--- src/rtl/ringosc_freq_meter_if.sv ---
// Bus bundle for ringosc_freq_meter: asynchronous reference/start inputs,
// window configuration, byte readout select and the measurement results.
interface ringosc_freq_meter_if #(
  parameter int COUNT_WIDTH = 24,
  parameter int GATE_W      = 4
);
  logic                   ref_in;
  logic                   start_in;
  logic [GATE_W-1:0]      gate_n;
  logic [1:0]             byte_sel;
  logic                   busy;
  logic                   valid;
  logic                   overflow;
  logic                   result_stb;
  logic [COUNT_WIDTH-1:0] result;
  logic [7:0]             byte_out;

  modport master (
    output ref_in, start_in, gate_n, byte_sel,
    input  busy, valid, overflow, result_stb, result, byte_out
  );

  modport slave (
    input  ref_in, start_in, gate_n, byte_sel,
    output busy, valid, overflow, result_stb, result, byte_out
  );
endinterface

--- src/rtl/ringosc_freq_meter.sv ---
// ringosc_freq_meter: gated-window frequency meter clocked by the divided ring
// output. Counts dff_q_clk cycles over gate_n+1 periods of an asynchronous
// reference and exposes the latched count bytewise.
// Optional feature macro RINGOSC_FMETER_CONTINUOUS_EN: back-to-back windows
// while the synchronised start level stays high (single-shot when undefined).
module ringosc_freq_meter #(
  parameter int COUNT_WIDTH = 24,
  parameter int GATE_W      = 4,
  parameter int SYNC_STAGES = 2
) (
  input logic                 dff_q_clk,
  input logic                 rst_n,
  ringosc_freq_meter_if.slave bus
);

  typedef enum logic [1:0] {
    IDLE  = 2'd0,
    ARM   = 2'd1,
    COUNT = 2'd2,
    DONE  = 2'd3
  } state_t;

  localparam logic [COUNT_WIDTH-1:0] CNT_MAX = {COUNT_WIDTH{1'b1}};

  state_t                 state_r, state_s;
  logic [SYNC_STAGES-1:0] ref_sync_r, start_sync_r;
  logic                   ref_d_r, start_d_r;
  logic                   ref_rise_s, start_rise_s, start_lvl_s;
  logic [GATE_W-1:0]      gate_r, per_cnt_r;
  logic [COUNT_WIDTH-1:0] cnt_r, cnt_inc_s, result_r;
  logic                   sat_r, sat_s, latch_s;
  logic                   busy_r, valid_r, overflow_r, stb_r;
  logic [31:0]            res_ext_s;
  logic [7:0]             byte_s;

  // Synchronise the asynchronous inputs and keep one delayed copy for edge detection
  always_ff @(posedge dff_q_clk or negedge rst_n) begin
    if (!rst_n) begin
      ref_sync_r   <= '0;
      start_sync_r <= '0;
      ref_d_r      <= 1'b0;
      start_d_r    <= 1'b0;
    end else begin
      ref_sync_r   <= {ref_sync_r[SYNC_STAGES-2:0], bus.ref_in};
      start_sync_r <= {start_sync_r[SYNC_STAGES-2:0], bus.start_in};
      ref_d_r      <= ref_sync_r[SYNC_STAGES-1];
      start_d_r    <= start_sync_r[SYNC_STAGES-1];
    end
  end

  // Edge strobes, saturating increment and window-close detection
  always_comb begin
    start_lvl_s  = start_sync_r[SYNC_STAGES-1];
    ref_rise_s   = ref_sync_r[SYNC_STAGES-1] & ~ref_d_r;
    start_rise_s = start_lvl_s & ~start_d_r;
    sat_s        = (cnt_r == CNT_MAX);
    if (sat_s) begin
      cnt_inc_s = cnt_r;
    end else begin
      cnt_inc_s = cnt_r + COUNT_WIDTH'(1);
    end
    latch_s = (state_r == COUNT) && (state_s == DONE);
  end

  // Next-state logic; a window closes on the ref edge that completes gate_n+1 periods
  always_comb begin
    state_s = state_r;
    case (state_r)
      IDLE: begin
        if (start_rise_s) begin
          state_s = ARM;
        end else begin
          state_s = IDLE;
        end
      end
      ARM: begin
`ifdef RINGOSC_FMETER_CONTINUOUS_EN
        if (!start_lvl_s) begin
          state_s = IDLE;
        end else if (ref_rise_s) begin
          state_s = COUNT;
        end else begin
          state_s = ARM;
        end
`else
        if (ref_rise_s) begin
          state_s = COUNT;
        end else begin
          state_s = ARM;
        end
`endif
      end
      COUNT: begin
`ifdef RINGOSC_FMETER_CONTINUOUS_EN
        if (!start_lvl_s) begin
          state_s = IDLE;
        end else if (ref_rise_s && (per_cnt_r == gate_r)) begin
          state_s = DONE;
        end else begin
          state_s = COUNT;
        end
`else
        if (ref_rise_s && (per_cnt_r == gate_r)) begin
          state_s = DONE;
        end else begin
          state_s = COUNT;
        end
`endif
      end
      DONE: begin
`ifdef RINGOSC_FMETER_CONTINUOUS_EN
        if (!start_lvl_s) begin
          state_s = IDLE;
        end else begin
          state_s = COUNT;
        end
`else
        state_s = IDLE;
`endif
      end
      default: state_s = IDLE;
    endcase
  end

  // State register
  always_ff @(posedge dff_q_clk or negedge rst_n) begin
    if (!rst_n) begin
      state_r <= IDLE;
    end else begin
      state_r <= state_s;
    end
  end

  // Counters and result registers; result is latched on the closing edge so it
  // changes together with result_stb, and the counter restarts for the next window
  always_ff @(posedge dff_q_clk or negedge rst_n) begin
    if (!rst_n) begin
      gate_r     <= '0;
      per_cnt_r  <= '0;
      cnt_r      <= '0;
      sat_r      <= 1'b0;
      result_r   <= '0;
      busy_r     <= 1'b0;
      valid_r    <= 1'b0;
      overflow_r <= 1'b0;
      stb_r      <= 1'b0;
    end else begin
      busy_r <= (state_s == ARM) || (state_s == COUNT);
      stb_r  <= latch_s;
      case (state_r)
        IDLE: begin
          if (start_rise_s) begin
            gate_r     <= bus.gate_n;
            cnt_r      <= '0;
            per_cnt_r  <= '0;
            sat_r      <= 1'b0;
            overflow_r <= 1'b0;
            valid_r    <= 1'b0;
          end
        end
        ARM: begin
          if (ref_rise_s) begin
            cnt_r     <= '0;
            per_cnt_r <= '0;
          end
        end
        COUNT: begin
          if (latch_s) begin
            result_r   <= cnt_inc_s;
            overflow_r <= sat_r | sat_s;
            valid_r    <= 1'b1;
            cnt_r      <= '0;
            per_cnt_r  <= '0;
            sat_r      <= 1'b0;
          end else begin
            cnt_r <= cnt_inc_s;
            if (sat_s) begin
              sat_r <= 1'b1;
            end
            if (ref_rise_s) begin
              per_cnt_r <= per_cnt_r + GATE_W'(1);
            end
          end
        end
        DONE: begin
          // The DONE edge already belongs to the next window in continuous mode
          cnt_r <= cnt_inc_s;
        end
        default: begin
          cnt_r <= '0;
        end
      endcase
    end
  end

  // Byte readout: zero-extend the result to 32 bits and pick the selected byte
  always_comb begin
    res_ext_s = 32'd0;
    res_ext_s[COUNT_WIDTH-1:0] = result_r;
    byte_s = res_ext_s[{bus.byte_sel, 3'b000} +: 8];
  end

  assign bus.busy       = busy_r;
  assign bus.valid      = valid_r;
  assign bus.overflow   = overflow_r;
  assign bus.result_stb = stb_r;
  assign bus.result     = result_r;
  assign bus.byte_out   = byte_s;

endmodule

--- src/flat_wrapper.sv ---
// flat-port wrapper written by rule: the top's interface ports become plain ports
module ringosc_freq_meter_flat 
#(
  parameter int COUNT_WIDTH = 24,
  parameter int GATE_W      = 4,
  parameter int SYNC_STAGES = 2
)
  (dff_q_clk, rst_n, bus_ref_in, bus_start_in, bus_gate_n, bus_byte_sel, bus_busy, bus_valid, bus_overflow, bus_result_stb, bus_result, bus_byte_out);
  ringosc_freq_meter_if #(.COUNT_WIDTH(COUNT_WIDTH), .GATE_W(GATE_W)) bus_i ();
  input logic dff_q_clk;
  input logic rst_n;
  input wire logic [$bits(bus_i.ref_in)-1:0] bus_ref_in;
  input wire logic [$bits(bus_i.start_in)-1:0] bus_start_in;
  input wire logic [$bits(bus_i.gate_n)-1:0] bus_gate_n;
  input wire logic [$bits(bus_i.byte_sel)-1:0] bus_byte_sel;
  output wire logic [$bits(bus_i.busy)-1:0] bus_busy;
  output wire logic [$bits(bus_i.valid)-1:0] bus_valid;
  output wire logic [$bits(bus_i.overflow)-1:0] bus_overflow;
  output wire logic [$bits(bus_i.result_stb)-1:0] bus_result_stb;
  output wire logic [$bits(bus_i.result)-1:0] bus_result;
  output wire logic [$bits(bus_i.byte_out)-1:0] bus_byte_out;
  assign bus_i.ref_in = bus_ref_in;
  assign bus_i.start_in = bus_start_in;
  assign bus_i.gate_n = bus_gate_n;
  assign bus_i.byte_sel = bus_byte_sel;
  assign bus_busy = bus_i.busy;
  assign bus_valid = bus_i.valid;
  assign bus_overflow = bus_i.overflow;
  assign bus_result_stb = bus_i.result_stb;
  assign bus_result = bus_i.result;
  assign bus_byte_out = bus_i.byte_out;
  ringosc_freq_meter #(.COUNT_WIDTH(COUNT_WIDTH), .GATE_W(GATE_W), .SYNC_STAGES(SYNC_STAGES)) u_core (.dff_q_clk(dff_q_clk), .rst_n(rst_n), .bus(bus_i));
endmodule
--- config.mk ---
export PLATFORM = sky130hd
export DESIGN_NAME = ringosc_freq_meter_flat
export DESIGN_NICKNAME = d
export VERILOG_FILES = /design/src/rtl/ringosc_freq_meter_if.sv /design/src/rtl/ringosc_freq_meter.sv /design/src/flat_wrapper.sv
export SDC_FILE = /design/constraint.sdc
export NUM_CORES = 1
export LEC_CHECK = 0
export ABC_AREA = 1
export CAP_MARGIN = 20
export CORE_UTILIZATION = 52
export CTS_CLUSTER_DIAMETER = 100
export DETAILED_ROUTE_END_ITERATION = 8
export HOLD_SLACK_MARGIN = 0.1
export PLACE_DENSITY = 0.74
export SYNTH_ARGS = -nofsm -noshare
export SYNTH_HDL_FRONTEND = slang
export SYNTH_SLANG_ARGS = --single-unit
--- constraint.sdc ---
create_clock -name dff_q_clk -period 3.01 [get_ports dff_q_clk]
set_input_delay 0.903 -clock dff_q_clk [delete_from_list [all_inputs] [get_ports dff_q_clk]]
set_output_delay 0.903 -clock dff_q_clk [all_outputs]
set_load 0.005 [all_outputs]
### Word-level counts from Yosys, hierarchy flattened

Index checks and enable logic that the tools add are counted.

| operators by class | value |
|---|---|
| equality and inequality tests | 13 |
| reductions and logical operators | 12 |
| multiplexer cells | 22 |
| multipliers | 0 |
| shifts and indexed selects | 1 |
| div/mod/pow operators | 0 |
| bitwise gates (word level) | 5 |
| $lt $le $gt $ge | 0 |
| add/subtract/negate cells | 2 |

Operators by type and width:

| cell | number |
|---|---|
| 24-bit 2-to-1 mux | 4 |
| 24-bit one-hot mux with 4 select lines | 1 |
| 32-bit by 6-bit variable part select with 8-bit output | 1 |
| 24-bit by 1-bit adder with 24-bit output (second input constant) | 1 |
| 24-bit equality test (second input constant) | 1 |
| 4-bit 2-to-1 mux | 4 |
| 4-bit one-hot mux with 3 select lines | 1 |
| 2-bit equality test (second input constant) | 4 |
| 2-bit one-hot mux with 4 select lines | 1 |
| 1-bit 2-to-1 mux | 7 |
| 2-bit by 1-bit inequality test with 1-bit output (second input constant) | 3 |
| 3-bit by 1-bit inequality test with 1-bit output (second input constant) | 2 |
| 1-bit one-hot mux with 2 select lines | 3 |
| 2-bit AND reduction | 3 |
| 3-bit AND reduction | 2 |
| 4-bit by 1-bit adder with 4-bit output (second input constant) | 1 |
| 2-bit by 1-bit equality test with 1-bit output (second input constant) | 2 |
| 4-bit equality test | 1 |
| 4-bit AND reduction | 1 |
| 3-bit nonzero test | 1 |
| 1-bit AND | 2 |
| 1-bit logical AND | 2 |
| 2-bit zero test | 1 |
| 2-bit 2-to-1 mux | 1 |
| 4 further kinds | 5 |

| storage, ports and cells | value |
|---|---|
| bits in registers | 69 |
| memories | 0 |
| input port bits | 10 |
| latch bits | 0 |
| memory bits (read-only) | 0 |
| memory bits (writable) | 0 |

### Longest topological paths before layout

Gate-level depths: netlist (run 1).

| logic depth | value |
|---|---|
| depth in word-level cells | 9 |
| gate-level depth with buffers | 14 |
| gate-level depth less buffers | 14 |

### Worst setup path after synthesis (run 1)

OpenSTA, ideal clock, no wires.

| timing | value |
|---|---|
| path kind | input-to-output |
| start | in bus_byte_sel[0] |
| end | out bus_byte_out[4] |
| arrival | 1.550 ns |
| buffers on the path | 1 |
| setup slack | 0.557 ns |
| stages | 4 |
| cell sequence | inv_1 -> clkbuf_1 -> nor2_1 -> o21ai_0 |

| on the way | value |
|---|---|
| cells in the longest elaborated chain, start to end | 1 |

Ends and longest elaborated chain:

| element | RTL line | text |
|---|---|---|
| from (decl) | flat_wrapper.sv:15 | `input wire logic [$bits(bus_i.byte_sel)-1:0] bus_byte_sel;` |
| 32-bit by 6-bit variable part select with 8-bit output | ringosc_freq_meter.sv:200 | `byte_s = res_ext_s[{bus.byte_sel, 3'b000} +: 8];` |
| to (decl) | flat_wrapper.sv:21 | `output wire logic [$bits(bus_i.byte_out)-1:0] bus_byte_out;` |

Every way passes these cells.

### Worst setup path in the final report (run 1)

| timing | value |
|---|---|
| start | in bus_byte_sel[0] |
| end | out bus_byte_out[5] |

Same word-level chain as after synthesis.

==> results.toml, run 1 <==
[sta]
skew_ns = 0.0166
min_period_ns = 2.93
hold_viol_final = 0
fin_crit_sh_pct = 97.5
layout_setup_ws_ns = 0.0764
slew_headroom_pct = 54.7
drv_slew = 0
worst_pin_slew_ns = 0.679
fmax_mhz = 341
rsz0062_at_grt = "false"
setup_viol = 0

[pwr]
clkPwrFrac_pct = 27.6
leakage_nw = 2.26
power.internal_w = 0.00155
netSwitchingPower_w = 0.000885
power.total_w = 0.00244
pwr-share-seq_pct = 46.2
swShare_pct = 36.3
power_density_nw_per_um2 = 551
ir_drop_mv = 0.340
p_comb_share_pct = 26.1

[logic_synthesis]
ys_top_cells_by_area = "dfrtp_1 47%, nand2_1 20%, nand3_1 5.9%"
avgSynthCellArea_sq_um = 7.48
synth_seq_area_share_pct = 47.0
synthCells = 491
synth_adder_area_share_pct = 1.02
yosysTopAreaCell = "dfrtp_1"
ys_seq_elements = 69
synth.area.mux_share_pct = 0
synth_top_family_by_area = "simple AND/OR/NAND/NOR gates"
synth_cell_types = 31
yosysWarnings = 0
yosys.area_share.simple_pct = 36.9
synth_nets = 504
synth_xor_area_share_pct = 4.05
synth_top_area_share_pct = 47.0
synth-compound-area-share_pct = 5.04
synth_area_sq_um = 3670

[global_routing]
overflow = 0
grt_pass1_vias = 2989
grt_pass1_wl_microns = 14600
grt_max_degree = 41
antenna_found_initial = 0
track_usage_pct = 25.8

[floorplanning]
ios = 46
die_height_microns = 86.0
dieArea_sq_um = 7400
fp-row-count = 30
start_util_pct = 54.1
coreArea_sq_um = 6790
die_w_microns = 86.0

[clocking]
cts.clk_slew.worst_paths_ns = 0.07
htreeDepth = 3
clock_latency_ns = 0.35
cts_tree = "yes"
cts_hold_buffers = 0
cts.path.max_buffers = 2
clkSinkCount = 69
root_buffer = "clkbuf_8"
cts_buffers = 9
cts_setup_buffers = 0

[place]
pre_cts_ws_ns = -0.223
portBuffers = 45
place.gp.congestion = 0.929
dpl.hpwl_microns = 6560

[worst_setup_path]
r2r_cells = 13
endpoint_kind = "primary output"
crit_path_start_kind = "primary input"
crit_type = "in2out"
crit_required_ns = 2.11
crit_arrival_ns = 2.03
critPathMaxFanout = 16

[route]
drcViolationCount = 0
via_per_inst = 5.11
antenna_left = 0
dr.first_iter.drc_count = 232
dr_total_vias = 3297
drt_pre_antenna_iters = 5
wire_per_inst_microns = 13.5
routed_wl_microns = 8740

[finish]
syn2layout_area_growth_pct = 20.5
drive_above_1_share_pct = 9.84
num-fill-cells = 596
fin_nets = 557
final_core_util_pct = 65.1
diodes = 0
multi_input_area_sq_um = 1730
regArea_sq_um = 1730

[min_path]
hold-path-cell-count = 0
holdCritPathClass = "reg2reg"

[job]
max-cap-violations = 0

[run_status]
status = "finished, final reports clean"
-- routing by layer --
| layer | track usage [%] | share of wire (%) |
|---|---|---|
| met2 | 37.7 | 43 |
| met3 | 6.54 | 6.3 |
| met1 | 37.7 | 49 |
| met4 | 8.33 | 1.6 |
| met5 | 0 | 0 |
-- timing repair --
item                       CTS  global route
setup endpoints to repair    8             4
gates resized for setup      5             5
gates cloned                 0             0
-- worst paths after layout --
| check | to | slack (ns) | from |
|---|---|---|---|
| worst max-delay path | bus_byte_out[5] | 0.08 | bus_byte_sel[0] |
| worst min-delay path | u_core.start_sync_r[1]$_DFF_PN0_ | 0.35 | u_core.start_sync_r[0]$_DFF_PN0_ |
| worst max register to register | u_core.per_cnt_r[2]$_DFFE_PN0P_ | 0.68 | u_core.state_r[0]$_DFF_PN0_ |
| worst min register to register | u_core.start_sync_r[1]$_DFF_PN0_ | 0.35 | u_core.start_sync_r[0]$_DFF_PN0_ |
| max in group asynchronous | u_core.cnt_r[13]$_DFFE_PN0P_ | 1.78 | rst_n |
| min in group asynchronous | u_core.per_cnt_r[3]$_DFFE_PN0P_ | 0.57 | rst_n |
-- per-stage QoR --
step,hold slack [ns],TNS [ns],instances,area (sq um)
3_5_place_dp,0.336,-1.44,629,4250
6_report,0.353,0,645,4420
5_1_grt,0.365,0,645,4420
4_1_cts,0.355,-0.501,645,4410
3_3_place_gp,0.332,-1.16,629,4250
2_1_floorplan,0.331,0,491,3670
-- cells in the final DEF, fill, tap and decap left out, drive strengths merged, types with 2 or more instances in the layout --
| master | n |
|---|---|
| a21o | 2 |
| buf | 9 |
| clkbuf | 9 |
| clkdlybuf4s50 | 36 |
| clkinv | 4 |
| clkinvlp | 2 |
| dfrtp | 69 |
| dlygate4sd2 | 5 |
| dlymetal6s2s | 3 |
| ha | 3 |
| inv | 39 |
| nand2 | 212 |
| nand3 | 44 |
| nand4 | 7 |
| nor2 | 47 |
| nor3 | 6 |
| o21ai | 27 |
| o21bai | 2 |
| xnor2 | 5 |
| xor2 | 12 |
-- cell type report --
type	count	area share, %
inverter	38	3.22
clock inverter	7	1.16
multi-input combinational	373	39.1
sequential	69	39.0
tap	96	2.71
timing repair buffer	53	12.0
clock buffer	9	2.80
-- worst max-delay path, cell delays in order --
cell,delay [ns]
clkdlybuf4s50_1,0.48
inv_1,0.07
buf_12,0.15
nor2_1,0.08
o21ai_0,0.08
dlygate4sd2_1,0.26
-- kinds of logic (layout without fill, tap and decap cells) --
| kind of cell | count (synthesis) | in the layout |
|---|---|---|
| and+or+nand+nor | 319 | 319 |
| xor gates and xnor gates | 17 | 17 |
| AOI/OAI and AO/OA | 34 | 34 |
| adders and majority gates | 3 | 3 |
| DFF | 69 | 69 |
| buffers and inverters | 49 | 107 |
-- cell usage after synthesis, drive strengths merged --
| master | instances |
|---|---|
| nand3 | 44 |
| clkbuf | 4 |
| buf | 7 |
| ha | 3 |
| xor2 | 12 |
| nand4 | 7 |
| inv | 38 |
| o21ai | 27 |
| a21o | 2 |
| and3 | 1 |
| nand2 | 212 |
| nand3b | 1 |
| o211ai | 1 |
| a21oi | 1 |
| xnor2 | 5 |
| o21bai | 2 |
| dfrtp | 69 |
| nor2 | 47 |
| o21a | 1 |
| nor3 | 6 |
| nor4 | 1 |
-- sequential cells by signal, summed over array words and instances, names as in the netlist --
signal                 count
u_core.bus.result         24
u_core.cnt_r              24
u_core.gate_r              4
u_core.per_cnt_r           4
u_core.ref_sync_r          2
u_core.start_sync_r        2
u_core.state_r             2
u_core.bus.busy            1
u_core.bus.overflow        1
u_core.bus.result_stb      1
u_core.bus.valid           1
u_core.ref_d_r             1
u_core.sat_r               1
u_core.start_d_r           1
-- power by group through the flow --
stage	Sequential, W	Clock [W]	Combinational (W)
after CTS	0.00113	0.000694	0.000638
after global placement	0.00114	0	0.000630
final	0.00113	0.000674	0.000638
after floorplan	0.00112	0	0.000429
after global routing	0.00114	0.000728	0.000728
after detailed placement	0.00114	0	0.000640
Power figures use the tool's default switching activity.
==> run 2: changes to the inputs <==
--- a/config.mk
+++ b/config.mk
@@ -10,8 +10,10 @@
 export CORE_UTILIZATION = 52
 export CTS_CLUSTER_DIAMETER = 100
 export DETAILED_ROUTE_END_ITERATION = 8
+export GPL_ROUTABILITY_DRIVEN = 0
 export HOLD_SLACK_MARGIN = 0.1
 export PLACE_DENSITY = 0.74
+export SLEW_MARGIN = 10
 export SYNTH_ARGS = -nofsm -noshare
 export SYNTH_HDL_FRONTEND = slang
 export SYNTH_SLANG_ARGS = --single-unit
==> results.toml, run 2 (same netlist as run 1, synthesis figures left out) <==
[run_status]
status = "finished, final reports clean"

[route]
wire_per_inst_microns = 13.7
routed_wl_microns = 8820
drcViolationCount = 0
dr_total_vias = 3299
antenna_left = 0
via_per_inst = 5.11
drt_pre_antenna_iters = 4
dr.first_iter.drc_count = 142

[sta]
rsz0062_at_grt = "false"
layout_setup_ws_ns = 0.0699
drv_slew = 0
slew_headroom_pct = 69.2
hold_viol_final = 0
min_period_ns = 2.94
skew_ns = 0.0138
fin_crit_sh_pct = 97.7
setup_viol = 0
worst_pin_slew_ns = 0.462
fmax_mhz = 340

[pwr]
power_density_nw_per_um2 = 586
ir_drop_mv = 0.257
leakage_nw = 2.24

[clocking]
root_buffer = "clkbuf_8"
htreeDepth = 3
cts_hold_buffers = 0
cts.clk_slew.worst_paths_ns = 0.08
cts_buffers = 9
cts_tree = "yes"
clock_latency_ns = 0.35
cts.path.max_buffers = 2
clkSinkCount = 69

[floorplanning]
dieArea_sq_um = 7400
coreArea_sq_um = 6790
ios = 46
die_height_microns = 86.0
fp-row-count = 30
start_util_pct = 54.1
die_w_microns = 86.0

[finish]
diodes = 0
final_cell_count_no_fill = 646
num-fill-cells = 573
final_cell_mix = "198 x nand2_1, 69 x dfrtp_1, 43 x nand3_1, 40 x nor2_1, 36 x clkdlybuf4s50_1"
syn2layout_area_growth_pct = 21.1
drive_above_1_share_pct = 9.45
final_common_cell = "nand2_1"
fin_nets = 558

[global_routing]
track_usage_pct = 26.6
antenna_found_initial = 0
overflow = 0
grt_pass1_vias = 3183
grt_max_degree = 27
grt_pass1_wl_microns = 15000

[worst_setup_path]
crit_required_ns = 2.11
critPathMaxFanout = 16
crit_path_start_kind = "primary input"
endpoint_kind = "primary output"
crit_type = "in2out"
crit_arrival_ns = 2.04
max_stage_delay_ns = 0.48
cp_slowest_cell = "clkdlybuf4s50_1"
crit_chain = "clkdlybuf4s50_1, inv_1, buf_12, nor2_1, o21ai_1, dlygate4sd2_1"

[place]
portBuffers = 45
dp.cells = 630
pre_cts_ws_ns = -0.264
dpl.hpwl_microns = 6700

[min_path]
holdCritPathClass = "reg2reg"

[job]
max-cap-violations = 0
==> run 2: repair_timing <==
item,in CTS,in global routing
buffers inserted,0,0
resized for setup,10,1
setup endpoints to repair,8,1
==> run 2: area by class of cell <==
cell class                      count  area (sq um)  area share, %
Multi-Input combinational cell    373          1730           38.8
Clock buffer                       11           131           2.95
Tap cell                           96           120           2.70
Timing Repair Buffer               54           515           11.6
Clock inverter                      5          85.1           1.91
Inverter                           38           143           3.21
Sequential cell                    69          1730           38.8
==> run 2: power breakdown <==
| group | internal [W] | leakage (nW) | total [W] | switching (W) |
|---|---|---|---|---|
| logic | 0.000230 | 1.20 | 0.000643 | 0.000413 |
| clock network | 0.000470 | 0.104 | 0.000837 | 0.000366 |
| registers | 0.00102 | 0.935 | 0.00113 | 0.000104 |
| total | 0.00172 | 2.24 | 0.00261 | 0.000883 |
==> run 2: worst paths after layout <==
path,depth (start not counted),startpoint,endpoint,slack (ns)
setup / recovery,6,bus_byte_sel[0],bus_byte_out[1],0.07
hold / removal,0,u_core.ref_sync_r[0]$_DFF_PN0_,u_core.ref_sync_r[1]$_DFF_PN0_,0.35
setup reg to reg,13,u_core.state_r[0]$_DFF_PN0_,u_core.per_cnt_r[2]$_DFFE_PN0P_,0.58
hold reg to reg,0,u_core.ref_sync_r[0]$_DFF_PN0_,u_core.ref_sync_r[1]$_DFF_PN0_,0.35
max in group asynchronous,2,rst_n,u_core.cnt_r[23]$_DFFE_PN0P_,1.81
min in group asynchronous,1,rst_n,u_core.per_cnt_r[0]$_DFFE_PN0P_,0.49
==> run 2: per-layer routing <==
layer / vias to the layer above / share of wire, % / GRT usage (%)
li1: 1666 / - / -
met1: 1510 / 46 / 36.1
met2: 107 / 45 / 41.7
met3: 16 / 7.0 / 5.00
met4: 0 / 2.1 / 11.8
met5: - / 0 / 0
==> run 2: worst max-delay path: cells and delay by family <==
family,cells,cell delay [ns]
AOI/OAI and AO/OA,1,0.08
buffers and inverters,4,0.96
and+or+nand+nor,1,0.09
==> run 2: through the flow <==
step | total power [W] | hold WS (ns) | utilization, % | TNS, ns | cell area (sq um)
after floorplan | 0.00155 | 0.331 | - | 0 | 3670
after global placement | 0.00177 | 0.333 | 62.4 | -1.14 | 4240
final | 0.00261 | 0.351 | 65.5 | 0 | 4450
after CTS | 0.00262 | 0.355 | 65.5 | 0 | 4450
after detailed placement | 0.00179 | 0.336 | 62.4 | -1.52 | 4240
after global routing | 0.00275 | 0.364 | 65.5 | 0 | 4450
